**src/rtl/uart_pkg.sv**
```systemverilog
// Shared UART constants and receiver state encoding.
package uart_pkg;

  localparam int unsigned UART_CLKS_PER_BIT = 5209;
  localparam int unsigned FRAME_W           = 8;

  typedef enum logic [2:0] {
    ST_IDLE  = 3'd0,
    ST_START = 3'd1,
    ST_DATA  = 3'd2,
    ST_STOP  = 3'd3,
    ST_BREAK = 3'd4
  } rx_state_e;

endpackage

```
**src/rtl/uart_sync.sv**
```systemverilog
// Multi-flop synchroniser for an asynchronous idle-high line; resets to 1.
module uart_sync #(
  parameter int unsigned STAGES = 2
) (
  input  logic clk_i,
  input  logic rst_ni,
  input  logic d_i,
  output logic q_o
);

  logic [STAGES-1:0] sync_q;

  always_ff @(posedge clk_i or negedge rst_ni) begin
    if (!rst_ni) sync_q <= '1;
    else         sync_q <= {sync_q[STAGES-2:0], d_i};
  end

  assign q_o = sync_q[STAGES-1];

endmodule

```
**src/rtl/uart_rx.sv**
```systemverilog
// 8N1 UART receiver: mid-bit sampling, stop-bit check, valid/ack handshake with sticky flags.
module uart_rx
  import uart_pkg::*;
#(
  parameter int unsigned CLKS_PER_BIT = UART_CLKS_PER_BIT,
  parameter int unsigned SYNC_STAGES  = 2
) (
  input  logic               sclk,
  input  logic               reset,
  input  logic               din,
  output logic [FRAME_W-1:0] data,
  output logic               rx_valid,
  input  logic               rx_ack,
  output logic               frame_err,
  output logic               overrun,
  output logic               busy
);

  localparam int unsigned CNT_W = $clog2(CLKS_PER_BIT);
  localparam logic [CNT_W-1:0] CNT_HALF = CNT_W'(CLKS_PER_BIT / 2 - 1);
  localparam logic [CNT_W-1:0] CNT_FULL = CNT_W'(CLKS_PER_BIT - 1);

  logic din_s;

  rx_state_e          state_q, state_d;
  logic [CNT_W-1:0]   cnt_q, cnt_d;
  logic [2:0]         idx_q, idx_d;
  logic [FRAME_W-1:0] shift_q, shift_d;
  logic [FRAME_W-1:0] data_q, data_d;
  logic               rx_valid_q, rx_valid_d;
  logic               frame_err_q, frame_err_d;
  logic               overrun_q, overrun_d;
  logic               busy_q, busy_d;
  logic               deliver_c, ferr_set_c;

  uart_sync #(.STAGES(SYNC_STAGES)) u_sync (
    .clk_i  (sclk),
    .rst_ni (reset),
    .d_i    (din),
    .q_o    (din_s)
  );

  always_ff @(posedge sclk or negedge reset) begin
    if (!reset) begin
      state_q     <= ST_IDLE;
      cnt_q       <= '0;
      idx_q       <= '0;
      shift_q     <= '0;
      data_q      <= '0;
      rx_valid_q  <= 1'b0;
      frame_err_q <= 1'b0;
      overrun_q   <= 1'b0;
      busy_q      <= 1'b0;
    end else begin
      state_q     <= state_d;
      cnt_q       <= cnt_d;
      idx_q       <= idx_d;
      shift_q     <= shift_d;
      data_q      <= data_d;
      rx_valid_q  <= rx_valid_d;
      frame_err_q <= frame_err_d;
      overrun_q   <= overrun_d;
      busy_q      <= busy_d;
    end
  end

  always_comb begin
    state_d     = state_q;
    cnt_d       = cnt_q;
    idx_d       = idx_q;
    shift_d     = shift_q;
    data_d      = data_q;
    rx_valid_d  = rx_valid_q;
    frame_err_d = frame_err_q;
    overrun_d   = overrun_q;
    deliver_c   = 1'b0;
    ferr_set_c  = 1'b0;

    case (state_q)
      ST_IDLE: begin
        if (!din_s) begin
          state_d = ST_START;
          cnt_d   = CNT_HALF;
        end
      end
      ST_START: begin
        if (cnt_q != '0) begin
          cnt_d = cnt_q - CNT_W'(1);
        end else if (!din_s) begin
          state_d = ST_DATA;
          cnt_d   = CNT_FULL;
          idx_d   = '0;
        end else begin
          state_d = ST_IDLE;
        end
      end
      ST_DATA: begin
        if (cnt_q != '0) begin
          cnt_d = cnt_q - CNT_W'(1);
        end else begin
          shift_d[idx_q] = din_s;
          cnt_d          = CNT_FULL;
          if (idx_q == 3'd7) state_d = ST_STOP;
          else               idx_d   = idx_q + 3'd1;
        end
      end
      ST_STOP: begin
        if (cnt_q != '0) begin
          cnt_d = cnt_q - CNT_W'(1);
        end else if (din_s) begin
          state_d   = ST_IDLE;
          deliver_c = 1'b1;
        end else begin
          state_d    = ST_BREAK;
          ferr_set_c = 1'b1;
        end
      end
      ST_BREAK: begin
        if (din_s) state_d = ST_IDLE;
      end
      default: state_d = ST_IDLE;
    endcase

    // Ack clears first; a same-cycle delivery or framing error then takes priority.
    if (rx_ack) begin
      frame_err_d = 1'b0;
      overrun_d   = 1'b0;
      rx_valid_d  = 1'b0;
    end
    if (deliver_c) begin
      data_d     = shift_q;
      rx_valid_d = 1'b1;
      if (rx_valid_q && !rx_ack) overrun_d = 1'b1;
    end
    if (ferr_set_c) frame_err_d = 1'b1;

    busy_d = (state_d != ST_IDLE);
  end

  assign data      = data_q;
  assign rx_valid  = rx_valid_q;
  assign frame_err = frame_err_q;
  assign overrun   = overrun_q;
  assign busy      = busy_q;

endmodule

```
**config.mk**
```make
export PLATFORM = sky130hd
export DESIGN_NAME = uart_rx
export DESIGN_NICKNAME = d
export VERILOG_FILES = /design/src/rtl/uart_pkg.sv /design/src/rtl/uart_sync.sv /design/src/rtl/uart_rx.sv
export SDC_FILE = /design/constraint.sdc
export NUM_CORES = 1
export LEC_CHECK = 0
export CORE_ASPECT_RATIO = 1.2
export CORE_UTILIZATION = 30
export CTS_BUF_LIST = sky130_fd_sc_hd__clkbuf_8
export DETAILED_ROUTE_END_ITERATION = 8
export HOLD_SLACK_MARGIN = 0.1
export MAX_ROUTING_LAYER = met4
export SETUP_SLACK_MARGIN = 0.4
export SYNTH_ARGS = -nofsm -noshare
export SYNTH_HDL_FRONTEND = slang
export SYNTH_SLANG_ARGS = --single-unit
```
**constraint.sdc**
```tcl
create_clock -name sclk -period 7 [get_ports sclk]
set_clock_uncertainty 0.05 [all_clocks]
set_input_delay 1.05 -clock sclk [delete_from_list [all_inputs] [get_ports sclk]]
set_output_delay 1.05 -clock sclk [all_outputs]
set_load 0.01 [all_outputs]
```
; ---- Word-level counts from Yosys, hierarchy flattened
; Cells that the tools add are included.
[classes]
add_sub_neg = 2
n_lt_le_gt_ge = 2
n_eq_ne = 12
n_mux = 35
n_bitwise = 1
n_reduce_logical = 13
[op_table]
columns = op, count
row1 = 13-bit 2-to-1 mux, 5
row2 = 13-bit case mux with 4 select lines, 1
row3 = 3-bit 2-to-1 mux, 11
row4 = 3-bit case mux with 5 select lines, 1
row5 = 1-bit 2-to-1 mux, 13
row6 = 13-bit nonzero test, 1
row7 = "13-bit by 1-bit subtractor with 13-bit output, second input constant", 1
row8 = "2-bit inequality test, second input constant", 6
row9 = 8-bit bitwise mux, 1
row10 = "3-bit by 2-bit == test with 1-bit output, second input constant", 2
row11 = "3-bit == test, second input constant", 2
row12 = 3-bit case mux with 2 select lines, 1
row13 = 2-bit nonzero test, 3
row14 = 5-bit AND reduction, 1
row15 = "3-bit by 4-bit < comparator with 1-bit output, second input constant", 1
row16 = 4-bit AND reduction, 1
row17 = 4-bit nonzero test, 1
row18 = "3-bit by 1-bit adder with 3-bit output, second input constant", 1
row19 = 1-bit demux with 3-bit select, 1
row20 = "3-bit by 1-bit == test with 1-bit output, second input constant", 1
row21 = "3-bit by 1-bit >= comparator with 1-bit output, second input constant", 1
row22 = 3-bit logical NOT, 1
row23 = "3-bit inequality test, second input constant", 1
row24 = 3-bit nonzero test, 1
row25 = 5 further kinds, 6
[totals]
regBits = 41
out_inout_bits = 12

; ---- Logic depth before layout (Yosys ltp)
; Gate-level depths: netlist of the first run.
[logic_depth]
ltp_word = 5
ltp_mapped = 8
ltp_nobuf = 7

; ---- By module
; Synthesis of the first run repeated with hierarchy kept, for this count alone.
[hier_totals]
cells_unflattened = 195
area_unflattened_um2 = 2215.9
[modules_own_cells]
columns = module, n_inst, cells_per_inst, area_per_inst_um2, seq_area_each_um2
row1 = uart_rx, 1, 193, 2163.3, 975.9
row2 = uart_sync, 1, 2, 52.6, 52.6

; ---- Least setup slack after synthesis of the first run
; No wires, ideal clock.
[synth_timing]
kind = reg2reg
start = register cnt_q[4]
end = register shift_q[6]
setup_time_ps = 125
arrival_time_ps = 2020
setup_slack_ps = 4805
stages_incl_launch_ff = 6
path_buffers = 0
cell_sequence = dfrtp_1 or4_4 nor4_4 nand4_1 nor3b_1 mux2_2
[synth_via]
elab_chain_len = 3
[synth_lines]
columns = element, line_no
row1 = "start, declared", uart_rx.sv:26  ; logic [CNT_W-1:0] cnt_q, cnt_d;
row2 = "start signal, assigned", uart_rx.sv:56  ; cnt_q <= cnt_d;
row3 = 13-bit nonzero test, uart_rx.sv:98  ; if (cnt_q != '0) begin
row4 = 1-bit inverter (no line), --
row5 = 2-bit AND reduction (no line), --
row6 = "end signal, assigned", uart_rx.sv:58  ; shift_q <= shift_d;
row7 = "end, declared", uart_rx.sv:28  ; logic [FRAME_W-1:0] shift_q, shift_d;
; No other way between the ends.
; A chain may end at the register's enable or synchronous reset.

; ---- Worst setup path in the final report of the first run
[layout_timing]
start = register cnt_q[4]
end = register shift_q[2]
; Same word-level chain as after synthesis.

==> reports/metrics.csv, run 1 <==
stage;metric;value;unit
synth;Cells after Synth;192;
global_routing;global-route wire length before repair;7.04;mm
setup_path;crit-path cells;or4_4, nor4_4, and3b_2, nand3b_1, mux2_2;
sta;Slew headroom;40.1;%
setup_path;kind of critical path;register to register;
synth;Netlist cell types;48;
floorplanning;die outline width;77.6;um
setup_path;critical path endpoint;shift_q[2];
setup_path;worst reg2reg startpoint;cnt_q[4];
setup_path;Critical Path Source;cnt_q[4];
sta;fin crit period;2570;ps
setup_path;crit start category;register;
synth;syn_nets;199;
synth;post-synth top area share;47.4;%
clock_network;worst skew pair latency;290;ps
placed_design;hpwl dp;2.78;mm
setup_path;CP endpoint kind;register;
clock_network;CTS tree;built;
floorplanning;Starting Density;31.5;%
synth;Async SR Flop Fraction;100;%
sta;max frequency;0.389;GHz
power;Tot Pwr;444;uW
synth;most frequent cell after synthesis;dfrtp_1;
sta;final hold violations;0;
power;Worst IR Drop VDD;0.0675;mV
run;reported max-cap violation count;0;
setup_path;reg2reg end;shift_q[2];
placed_design;Port Buffers;15;
synth;synth cell count leaders;dfrtp_1 (39), nand2_1 (14), nor2_1 (12);
cells_and_area;multi-input logic area;960;um^2
floorplanning;die height;92.7;um
cells_and_area;area growth from synthesis to layout;15.6;%
route;post-DR wirelength/cell;13.7;um
synth;leading area contributor after synthesis;dfrtp_1;
clock_network;Clock Sinks;41;
route;total routed wirelength;3.98;mm
route;DRC viols;0;
sta;Final setup viols;0;
synth;Cell Area, Synth;2060;um^2
setup_path;R2R Setup Slk;4430;ps
synth;synthesized area per cell;10.7;um^2
cells_and_area;layout cell share with drive strength beyond 1;15.1;%
cells_and_area;Fillers;644;
setup_path;largest fanout on the critical path;13;
floorplanning;boundary pin count;16;
route;DRT Pass-1 Iters;4;
clock_network;Setup Fix Bufs, Post-CTS;0;
cells_and_area;Nets;211;
route;Post-DRT Antenna Nets;0;
synth;Synth warnings;0;
global_routing;largest net degree at the start of global routing;42;
placed_design;global placer's final weighted congestion;0.781;
setup_path;CP max-delay cell;nor4_4;
synth;Main synth FF type;dfrtp_1;
hold_path;Worst Hold Class;register to register;
synth;Seq/Total Area, Yosys;50.0;%
synth;EDFF count, synth;0;
clock_network;clock-pin slew on the worst setup and hold paths;80;ps
clock_network;TritonCTS buffer count;5;
floorplanning;CORE AREA;6530;um^2
clock_network;clk root buf;clkbuf_8;
global_routing;vias in the first global route;1423;
sta;RSZ-0062 raised after global routing;false;
setup_path;cell count of the worst reg-to-reg path;5;
sta;Setup TNS Final;0;ps
floorplanning;die area;7190;um^2
global_routing;antenna violations before repair;0;
clock_network;Max Root-Sink Buffers;2;
global_routing;total track usage;13.0;%
route;Vias;1479;
floorplanning;FP Rows;32;
cells_and_area;Sequential Area;1030;um^2
power;Pwr Density;187;nW/um^2
outcome;status;completed;
sta;period utilization;36.7;%
clock_network;# hold bufs at CTS;0;
setup_path;crit-path max cell delay;640;ps
clock_network;post-CTS sizing;0;
setup_path;CP required;7140;ps
cells_and_area;# diodes;0;
sta;Worst-Margin Slew;898;ps
setup_path;CP arrival;2710;ps
clock_network;H-Tree Depth;2;
synth;synth top area cells;dfrtp_1 (47%), mux2_2 (4.9%), mux2_1 (3.8%), a21oi_1 (2.7%), dfstp_2 (2.6%);
route;DRT iter0 DRCs;102;
global_routing;grt total ovfl;0;
cells_and_area;Util after Layout;36.4;%
route;Vias/cell;5.10;
sta;final slew viol count;0;
power;LEAKAGE;0.00105;uW
synth;register bit total from synthesis;41;
## layout by cell type (no fill, tap or decap), drive strengths merged, types with 4 or more instances in the layout
master         synthesis  routed
o22a                   4       4
dfrtp                 39      39
nor4                   7       7
nor3                   5       5
clkdlybuf4s50          0      14
a21oi                 11      11
clkbuf                 8       6
nor3b                  5       5
nor2                  12      12
mux2                  16      16
o21ai                 11      11
a31oi                  4       4
inv                    6       7
nand2                 14      14
nand3                  4       4
## worst min-delay path by stage
stage | start | end | slack [ps] | cells after the start
4_1_cts | u_sync.sync_q[0] | u_sync.sync_q[1] | 310 | 0
6_report | u_sync.sync_q[0] | u_sync.sync_q[1] | 310 | 0
3_3_place_gp | u_sync.sync_q[0] | u_sync.sync_q[1] | 300 | 0
2_1_floorplan | u_sync.sync_q[0] | u_sync.sync_q[1] | 300 | 0
5_1_grt | u_sync.sync_q[0] | u_sync.sync_q[1] | 320 | 0
3_5_place_dp | u_sync.sync_q[0] | u_sync.sync_q[1] | 300 | 0
## routing by layer
layer	wire length, um	global-route usage, %
met5	0	-
met4	66	5.97
met3	134	3.55
met2	1970	19.6
met1	1810	16.1
## sequential cells by signal, indices dropped and copies added (netlist names)
signal / cells
overrun: 1
state_q: 3
busy: 1
rx_valid: 1
cnt_q: 13
data: 8
frame_err: 1
shift_q: 8
idx_q: 3
u_sync.sync_q: 2
## critical path, delay by kind of cell (launching register included)
| kind | cells | cell delay (ps) |
|---|---|---|
| multiplexers | 1 | 280 |
| AND/OR/NAND/NOR | 4 | 1710 |
| flip-flops | 1 | 430 |
## logic make-up (layout without fill, tap and decap cells)
kind of cell    after synthesis  after routing  synth area share [%]
mux                          17             17                  9.25
compound gates               48             48                  15.4
flops                        41             41                  50.0
fa+ha+maj                     3              3                  1.83
buf+inv                      16             29                  3.35
simple gates                 67             67                  20.2
## cell type report
class,instances,area share [%]
Clock buffer,6,3.47
Clock inverter,2,1.42
Inverter,6,0.947
Multi-Input combinational cell,135,40.3
Sequential cell,41,43.2
Tap cell,85,4.47
Timing Repair Buffer,15,6.10
## metrics by stage
stage,worst slack (ps),hold slack [ps],instances,cell area (um^2)
global route,4290,323,290,2380
CTS,4460,309,290,2380
global placement,4500,298,282,2260
detailed placement,4460,297,282,2260
finish,4430,309,290,2380
floorplan,4800,295,192,2060
## where the power goes
part	internal (uW)	switching (uW)	leakage, uW	total [uW]
registers	238	1.58	0.000509	239
logic	1.76	5.47	0.000475	7.23
clock network	115	82.6	0.0000626	197
Note: power is estimated with default switching activity, not from simulation.
==> run 2: changes to the inputs <==
==> constraint.sdc (replaced) <==
create_clock -name sclk -period 2.2 [get_ports sclk]
set_clock_uncertainty 0.05 [all_clocks]
set_input_delay 0.33 -clock sclk [delete_from_list [all_inputs] [get_ports sclk]]
set_output_delay 0.33 -clock sclk [all_outputs]
set_load 0.01 [all_outputs]
==> run 2 against run 1 <==
Effect of this change: combinational power grew to 5.0 times the previous value; first-iteration DRC count shrank 41%; global-route usage increased by 1.9 points; count of clock-buffer cells in the layout is the same; routed wire length is 23% higher; flip-flop and latch count is the same; core utilization rose by 8.2 points; via count rose by 16%; non-clock buffer count is 41 higher; die area unchanged; critical path depth is the same; sequential share of layout area shrank 8.0 points.
==> reports/metrics.csv, run 2 (synthesis gave the netlist of run 1 again) <==
stage;metric;value;unit;change
setup_path;CP required;2330;ps;-4810 ps
floorplanning;die outline width;77.6;um;unchanged
power;LEAKAGE;0.00127;uW;+21%
route;DRT iter0 DRCs;60;;-41%
route;WL met3;187;um;+40%
route;Post-DRT Antenna Nets;0;;unchanged
hold_path;HP Start;u_sync.sync_q[0];;
sta;period utilization;98.8;%;+62 points
floorplanning;Starting Density;31.5;%;unchanged
floorplanning;boundary pin count;16;;unchanged
route;total routed wirelength;4.91;mm;+23%
sta;final hold violations;0;;unchanged
clock_network;Max Root-Sink Buffers;2;;unchanged
global_routing;grt total ovfl;0;;unchanged
outcome;status;completed;;
global_routing;total track usage;14.9;%;+1.9 points
cells_and_area;commonest non-fill, non-tap cell in the layout;dfrtp_1;;
sta;max frequency;0.460;GHz;+18%
setup_path;largest fanout on the critical path;4;;-9
cells_and_area;most frequent cells in the layout;dfrtp_1 (39), buf_4 (34), clkdlybuf4s50_1 (14), nor2_1 (12), nand2_1 (9);;
hold_path;WHS Endpoint;u_sync.sync_q[1];;
placed_design;area post-placement;2520;um^2;+12%
setup_path;cell count of the worst reg-to-reg path;5;;unchanged
power;Clk pwr share;38.8;%;-5.7 points
route;Post-Route M1 WL;2.09;mm;+15%
clock_network;CTS tree;built;;
sta;Setup TNS Final;0;ps;unchanged
power;cell-internal power;1020;uW;+190%
route;uppermost layer routed;met4;;
setup_path;reg2reg end;shift_q[5];;
cells_and_area;layout cell share with drive strength beyond 1;41.6;%;+27 points
global_routing;global-route wire length before repair;8.15;mm;+16%
setup_path;R2R Setup Slk;30;ps;-4410 ps
placed_design;hpwl dp;3.42;mm;+23%
sta;RSZ-0062 raised after global routing;true;;
cells_and_area;Nets;252;;+19%
cells_and_area;# diodes;0;;unchanged
clock_network;clock-pin slew on the worst setup and hold paths;80;ps;about the same
setup_path;CP arrival;2300;ps;-410 ps
global_routing;vias in the first global route;1688;;+19%
power;Pwr Density;446;nW/um^2;+140%
floorplanning;die area;7190;um^2;unchanged
floorplanning;CORE AREA;6530;um^2;unchanged
cells_and_area;area growth from synthesis to layout;41.8;%;
route;Vias;1709;;+16%
cells_and_area;max reg flops;13;;unchanged
sta;Final setup viols;0;;unchanged
clock_network;TritonCTS buffer count;5;;unchanged
setup_path;kind of critical path;register to register;;
clock_network;H-Tree Depth;2;;unchanged
route;DRC viols;0;;unchanged
setup_path;CP endpoint kind;register;;
run;reported max-cap violation count;0;;unchanged
global_routing;largest net degree at the start of global routing;18;;-57%
clock_network;worst skew pair latency;290;ps;about the same
power;Worst IR Drop VDD;0.219;mV;+220%
placed_design;Port Buffers;15;;unchanged
clock_network;Clock Sinks;41;;unchanged
cells_and_area;Reg with most FFs;cnt_q;;
placed_design;global placer's final weighted congestion;0.797;;+2.0%
route;Met2 Routed Length;2.58;mm;+31%
hold_path;WHS Path Cells;0;;unchanged
global_routing;antenna violations before repair;0;;unchanged
power;Flop pwr share;58.4;%;+4.5 points
floorplanning;FP Rows;32;;unchanged
cells_and_area;design area;2920;um^2;+23%
route;Vias/cell;5.18;;+1.5%
clock_network;clk root buf;clkbuf_8;;
power;Sw Share;21.8;%;+1.6 points
power;sw power;283;uW;+220%
hold_path;Worst Hold Class;register to register;;
sta;final slew viol count;0;;unchanged
sta;Slew headroom;49.8;%;+9.7 points
route;DRT Pass-1 Iters;4;;unchanged
sta;Worst-Margin Slew;750;ps;-148 ps
setup_path;worst reg2reg startpoint;cnt_q[6];;
sta;fin crit period;2170;ps;-395 ps
floorplanning;die height;92.7;um;unchanged
route;post-DR wirelength/cell;14.9;um;+8.4%
setup_path;crit start category;register;;
power;combinational share of power;2.8;%;+1.2 points
-- run 2: changes by cell type in the layout (fill, tap and decap cells not counted), sizes merged --
cell,delta
inv,-1
clkinvlp,+1
buf,+40
dlygate4sd3,+1
bufinv,-1
-- run 2: how the worst max path moves through the flow --
stage                   from          to  slack, ps  depth (start not counted)
detailed placement  cnt_q[0]   cnt_q[11]         60                          8
global route        cnt_q[6]  shift_q[5]        -70                          5
CTS                 cnt_q[6]  shift_q[5]         40                          5
floorplan           cnt_q[5]  shift_q[6]        110                          5
global placement    cnt_q[6]  shift_q[5]         80                          5
finish              cnt_q[6]  shift_q[5]         30                          5
-- run 2: power by group through the flow --
stage	combinational [uW]	clock [uW]	sequential [uW]
after detailed placement	34.8	0	773
final	36.3	505	759
after floorplan	8.34	0	772
after global routing	41.8	545	759
after CTS	36.9	520	758
after global placement	34.3	0	773
-- run 2: worst max-delay path: stages, from the launching register on --
cell	delay (ps)
dfrtp_1	390
or4_4	580
nor4_4	190
nand4_1	250
nor3b_2	280
mux2_4	310
-- run 2: metrics by stage --
stage / utilization (%) / setup slack (ps) / total power (uW) / hold WS [ps] / cells
floorplan: - / 108 / 780 / -15.6 / 192
global placement: 38.7 / 83.6 / 807 / 216 / 311
detailed placement: 38.7 / 61.5 / 808 / 221 / 311
CTS: 42.9 / 44.5 / 1320 / 320 / 328
global route: 44.7 / -74.2 / 1350 / 323 / 330
finish: 44.7 / 25.5 / 1300 / 322 / 330
-- run 2: repair_timing --
item	in CTS	in global routing
pin swaps	11	14
hold buffers	1	0
cloned	0	0
setup buffers	9	2
gates resized for setup	24	21
endpoints found under the setup margin	37	39
hold endpoints to repair	13	0
-- run 2: area by class of cell --
| type | count | area, um^2 |
|---|---|---|
| Clock buffer | 6 | 82.6 |
| Clock inverter | 1 | 7.51 |
| Fill cell | 610 | 3610 |
| Inverter | 6 | 22.5 |
| Multi-Input combinational cell | 135 | 1190 |
| Sequential cell | 41 | 1030 |
| Tap cell | 85 | 106 |
| Timing Repair Buffer | 56 | 482 |
-- run 2: metal layers --
| metal | track usage [%] | up-vias |
|---|---|---|
| li1 | - | 812 |
| met2 | 24.7 | 44 |
| met3 | 3.25 | 8 |
| met1 | 17.6 | 845 |
| met5 | - | - |
| met4 | 5.66 | 0 |
